`src/rtl/reg_bank_rd.sv`:
```
// 32x32 register bank with two registered read ports, same-edge write bypass,
// a hardwired-zero register and a one-cycle write acknowledge pulse.
module reg_bank_rd #(
    parameter logic [31:0] SP_RESET = 32'd227,
    parameter logic [4:0]  ZERO_REG = 5'd0
) (
    input  logic        clk,
    input  logic        reset,
    input  logic        RegWrite,
    input  logic [4:0]  WriteReg,
    input  logic [31:0] WriteData,
    input  logic        ReadEn,
    input  logic [4:0]  ReadReg1,
    input  logic [4:0]  ReadReg2,
    output logic [31:0] ReadData1,
    output logic [31:0] ReadData2,
    output logic        WriteAck
);

    localparam int SP_INDEX = 29;

    logic [31:0] regs_q [32];
    logic [31:0] regs_d [32];
    logic [31:0] rd1_q, rd1_d;
    logic [31:0] rd2_q, rd2_d;
    logic        ack_q, ack_d;
    logic        wr_accept;

    assign wr_accept = RegWrite && (WriteReg != ZERO_REG);

    // NOTE: every always_comb output gets a default first so no path leaves it
    // unassigned; a missing default would infer a latch.
    always_comb begin
        regs_d = regs_q;
        ack_d  = wr_accept;
        if (wr_accept) begin
            regs_d[WriteReg] = WriteData;
        end
    end

    // The zero check wins over the bypass so a discarded write can never leak.
    always_comb begin
        rd1_d = rd1_q;
        rd2_d = rd2_q;
        if (ReadEn) begin
            if (ReadReg1 == ZERO_REG) begin
                rd1_d = '0;
            end else if (RegWrite && (WriteReg == ReadReg1)) begin
                rd1_d = WriteData;
            end else begin
                rd1_d = regs_q[ReadReg1];
            end

            if (ReadReg2 == ZERO_REG) begin
                rd2_d = '0;
            end else if (RegWrite && (WriteReg == ReadReg2)) begin
                rd2_d = WriteData;
            end else begin
                rd2_d = regs_q[ReadReg2];
            end
        end
    end

    // NOTE: the storage array itself is reset because the stack pointer must
    // come up at SP_RESET and every other word at zero, not at power-up garbage.
    always_ff @(posedge clk or negedge reset) begin
        if (!reset) begin
            for (int i = 0; i < 32; i++) begin
                regs_q[i[4:0]] <= ((i == SP_INDEX) && (ZERO_REG != 5'(SP_INDEX))) ? SP_RESET : '0;
            end
            rd1_q <= '0;
            rd2_q <= '0;
            ack_q <= 1'b0;
        end else begin
            // NOTE: state updates use non-blocking assignments so every flop
            // samples the pre-edge values regardless of statement order.
            regs_q <= regs_d;
            rd1_q  <= rd1_d;
            rd2_q  <= rd2_d;
            ack_q  <= ack_d;
        end
    end

    assign ReadData1 = rd1_q;
    assign ReadData2 = rd2_q;
    assign WriteAck  = ack_q;

endmodule

```
`config.mk`:
```
export PLATFORM = sky130hd
export DESIGN_NAME = reg_bank_rd
export DESIGN_NICKNAME = d
export VERILOG_FILES = /design/src/rtl/reg_bank_rd.sv
export SDC_FILE = /design/constraint.sdc
export NUM_CORES = 2
export LEC_CHECK = 0
export CAP_MARGIN = 10
export CORE_MARGIN = 5
export CORE_UTILIZATION = 55
export DETAILED_ROUTE_END_ITERATION = 6
export PLACE_DENSITY = 0.83
export SLEW_MARGIN = 20
export SYNTH_ARGS = -nofsm -noshare
export SYNTH_HDL_FRONTEND = slang
export SYNTH_SLANG_ARGS = --single-unit
```
`constraint.sdc`:
```
create_clock -name clk -period 2.1 [get_ports clk]
set_input_delay 0.21 -clock clk [delete_from_list [all_inputs] [get_ports clk]]
set_output_delay 0.21 -clock clk [all_outputs]
set_load 0.1 [all_outputs]
```
==> results.txt <==
The flow ran to the end, and the final reports show no timing, DRC or antenna violations. Based on the critical path, the design can be clocked at up to 535 MHz. Growth of design area from synthesis to finish: 17.3%. The finished cells cover 67100 sq um. The worst endpoint data arrival time is 2.39 ns. Once placement completed, the tool counted placed cells totaling 5319. Global routing consumed, over all layers together, 31.4% of the routing resources. The number of failing hold endpoints at the final stage was 0; the detailed-placement wirelength estimate was 111 mm. The post-route fraction of the period consumed by the critical path came out at 89.0%. The synthesized design devotes to its leading area cell type 47.5% of total area.

Across the VDD grid, the largest voltage drop is 0.741 mV. The run gives 3 as the maximum buffer depth of the clock tree. Setup violations remaining at the end of the flow were counted as 0. The required time of the worst setup path is 2.62 ns, and the placement-stage cell area is 63200 sq um. The post-detailed-routing wire length is 175 mm. The number of buffers added by the clock tree synthesis step is 110.

TritonCTS built the clock tree. The first-pass GRT wire length came out at 267 mm. The worst-case headroom to the max-slew limit came out at 28.7%. The start-to-end type of the worst setup path is flip-flop to flip-flop.

The residual DRC count is 0. The number of H-tree branching levels is 3. The logs give 64.9% for the post-layout utilization of the core and 1089 for the number of clock sinks seen by CTS.

The count of nets left with antenna violations once routing finished came out at 0. The worst path in the final design needs a cycle of 1.87 ns, including I/O delays and setup. Post-synthesis area per instance: 14.9 sq um.

The via count of the first global-routing pass came out at 42027. For this design, the slowest cell found on the critical path is sky130_fd_sc_hd__a221oi_1. Buffers added to address setup during post-CTS repair amount to 0. At the pin with the least slew margin, the transition time is 1.07 ns. Number of detailed-routing iterations run before antenna repair: 7.

The die covers 110000 sq um. Setup repair after global routing left no endpoint under its margin. From bottom edge to top edge, the die measures 332 um.

The analysis attributes to cell leakage a power of 29.5 nW. Timing analysis after detailed placement gives a worst setup slack of -0.252 ns. Counting flops with a built-in enable in the synthesized netlist gives 0.

Total power density per cell area: 951 nW/um^2. The floorplan has 118 rows. Net count after synthesis: 3886.

The finished layout holds 5523 standard cells, fillers aside. The number of buffers and inverters on the critical path is 0. The count of pins over their slew limit was 0; the latest clock arrival within the worst-skew pair was 0.70 ns. In the detailed route, the total length drawn on met2 is 81.3 mm. The logs give 38 for the number of distinct library cells after synthesis and 19.0 mm for the total length of routed met3 wires. The core box area was 103000 sq um. The routed wirelength normalized by instance count was 31.7 um; the clock-pin slew on the worst setup and hold paths was 0.06 ns. The congestion estimate from routability-driven global placement came to 0.877. In this run, the number of DRC markers left after iteration 0 of detailed routing was 4352. The worst setup path is captured at a flip-flop. For this run, the leading register cell type out of synthesis is sky130_fd_sc_hd__dfrtp_1. The logs give 3835 for the synthesized instance count and 116 for the number of I/O pins. In the synthesized netlist the async set-or-reset flop fraction comes to 100%.

The run gives 0.23 ns as the internal reg-to-reg setup slack. Traced cell by cell, the critical path runs through mux4_2, a221oi_1, o221ai_1. Largest net degree at the start of global routing: 139. After synthesis the cells add up to 57100 sq um. After global routing the overflow that remains totals 0. In the post-route analysis, the smallest setup slack over all paths is 0.232 ns.

The overall die width works out to 332 um. Class of the most critical hold timing path: input port to flip-flop. At the end of the flow, the number of nets in the layout was 4104. Most common cell after layout, fill and taps aside: sky130_fd_sc_hd__dfrtp_1. For this run, the number of Yosys warnings is 0. The tools report the max-cap violation count as 0. Across the routed clock network, the largest skew measured is 0.0164 ns.

After filler insertion, the fill cell instance count of the layout stands at 7037. In this run the top signal layer used is met5. STA classifies the critical path startpoint as a flip-flop. The run gives 3 as the number of antenna violations at the first check in global routing.

In the final routing, the length of wire on met1 measures 65.0 mm. On the worst path, the slowest cell contributes a delay of 0.57 ns. For this block, the via count after detailed routing is 39504. The via density per instance came out at 7.15. The flop and latch count out of synthesis was 1089. The biggest area contributor in the post-synthesis netlist is sky130_fd_sc_hd__dfrtp_1. For the sequential area share after synthesis, the log shows 47.7%. Leaving out fill and tap cells, the most frequent cells in the layout are sky130_fd_sc_hd__dfrtp_1, sky130_fd_sc_hd__mux2_2, sky130_fd_sc_hd__mux4_2, sky130_fd_sc_hd__buf_4, sky130_fd_sc_hd__mux2_1.

The share of layout cells above drive strength 1 came out at 45.2%. Clock root buffer: sky130_fd_sc_hd__clkbuf_16. The maximum fanout encountered on the critical timing path came out at 3.

The kind of cell with the highest combined delay along the critical path is compound AO/OA/AOI/OAI gates. The count of buffers added on input and output ports is 115. Ranked by total cell area, the synthesized netlist is headed by sky130_fd_sc_hd__dfrtp_1, sky130_fd_sc_hd__mux4_2, sky130_fd_sc_hd__mux2_2.

Once the floorplan was initialized, standard cells occupied 55.3% of the core.
worst register-to-register path, delay by kind of cell, from the launching register on:
kind            cells  cell delay, ns
compound gates      2            0.83
mux                 1            0.47
flops               1            0.41
worst paths after layout:
path                               from             to  depth (start not counted)
min in group asynchronous         reset    regs_q[765]                          3
setup reg to reg            regs_q[358]   ReadData1[6]                          3
max in group asynchronous         reset    regs_q[157]                          3
hold reg to reg            regs_q[1013]   regs_q[1013]                          0
setup / recovery            regs_q[358]   ReadData1[6]                          3
hold / removal                   ReadEn  ReadData2[22]                          4
area by class of cell:
class | instances | area [sq um] | share of cell area, %
flip-flops and latches | 1089 | 27300 | 40.6
repair buffers | 553 | 6170 | 9.21
well taps | 1380 | 1730 | 2.57
clock buffers | 170 | 3350 | 5.00
clock inverters | 31 | 495 | 0.739
inverters | 4 | 15.0 | 0.0224
multi-input cells | 2295 | 28000 | 41.8
diodes | 1 | 2.50 | 0.00373
logic make-up (layout without fill, tap and decap cells):
family                 count (synthesis)  in the layout  share of synthesized area [%]
AO/OA/AOI/OAI                        517            517                           7.95
AND/OR/NAND/NOR                      136            136                           1.33
other                                  0              1                              0
flip-flops                          1089           1089                           47.7
XOR/XNOR                              10             10                          0.153
multiplexers                        1632           1632                           39.2
buffers and inverters                451            758                           3.71
cell usage after synthesis, types with 3 or more instances:
master                     count
sky130_fd_sc_hd__mux2_1      304
sky130_fd_sc_hd__a221oi_2     53
sky130_fd_sc_hd__buf_1        49
sky130_fd_sc_hd__mux2i_1     256
sky130_fd_sc_hd__a21oi_1      65
sky130_fd_sc_hd__o21a_1       64
sky130_fd_sc_hd__nor2b_1      68
sky130_fd_sc_hd__buf_6        22
sky130_fd_sc_hd__mux2_2      688
sky130_fd_sc_hd__xnor2_1       8
sky130_fd_sc_hd__a22o_1       64
sky130_fd_sc_hd__dfrtp_1    1084
sky130_fd_sc_hd__dfstp_2       5
sky130_fd_sc_hd__o221ai_1     64
sky130_fd_sc_hd__and2_1        4
sky130_fd_sc_hd__a221oi_1    203
sky130_fd_sc_hd__nand3_1       3
sky130_fd_sc_hd__mux4_2      384
sky130_fd_sc_hd__nor2_1       23
sky130_fd_sc_hd__nand2_1      18
sky130_fd_sc_hd__clkbuf_1    232
sky130_fd_sc_hd__buf_2       112
sky130_fd_sc_hd__buf_4        31
sky130_fd_sc_hd__nor3_1        5
layer usage:
metal / vias up / global-route usage, %
li1: 15518 / -
met1: 20778 / 41.4
met2: 2538 / 48.7
met3: 668 / 8.48
met4: 2 / 15.7
met5: - / 0
power by group:
| group | switching (W) | internal, W |
|---|---|---|
| sequential | 0.00325 | 0.0250 |
| clock | 0.00849 | 0.0124 |
| combinational | 0.00708 | 0.00754 |
state kept, by name (all words and copies together) (netlist names):
register	count
regs_q	1024
ReadData1	32
ReadData2	32
WriteAck	1
metrics by stage:
| stage | hold slack (ns) | setup TNS [ns] | power, W |
|---|---|---|---|
| final | 0.206 | 0 | 0.0638 |
| after global routing | 0.198 | 0 | 0.0661 |
| after CTS | 0.162 | 0 | 0.0637 |
| after detailed placement | 0.134 | -84.03 | 0.0427 |
| after global placement | 0.132 | -60.76 | 0.0418 |
| after floorplan | -0.0856 | 0 | 0.0378 |
repair_timing:
| item | CTS | global route |
|---|---|---|
| endpoints found under the hold margin | 982 | 0 |
| resized for setup | 0 | 0 |
| hold buffers | 2 | 0 |
No activity file was read; power rests on OpenSTA's default activity.
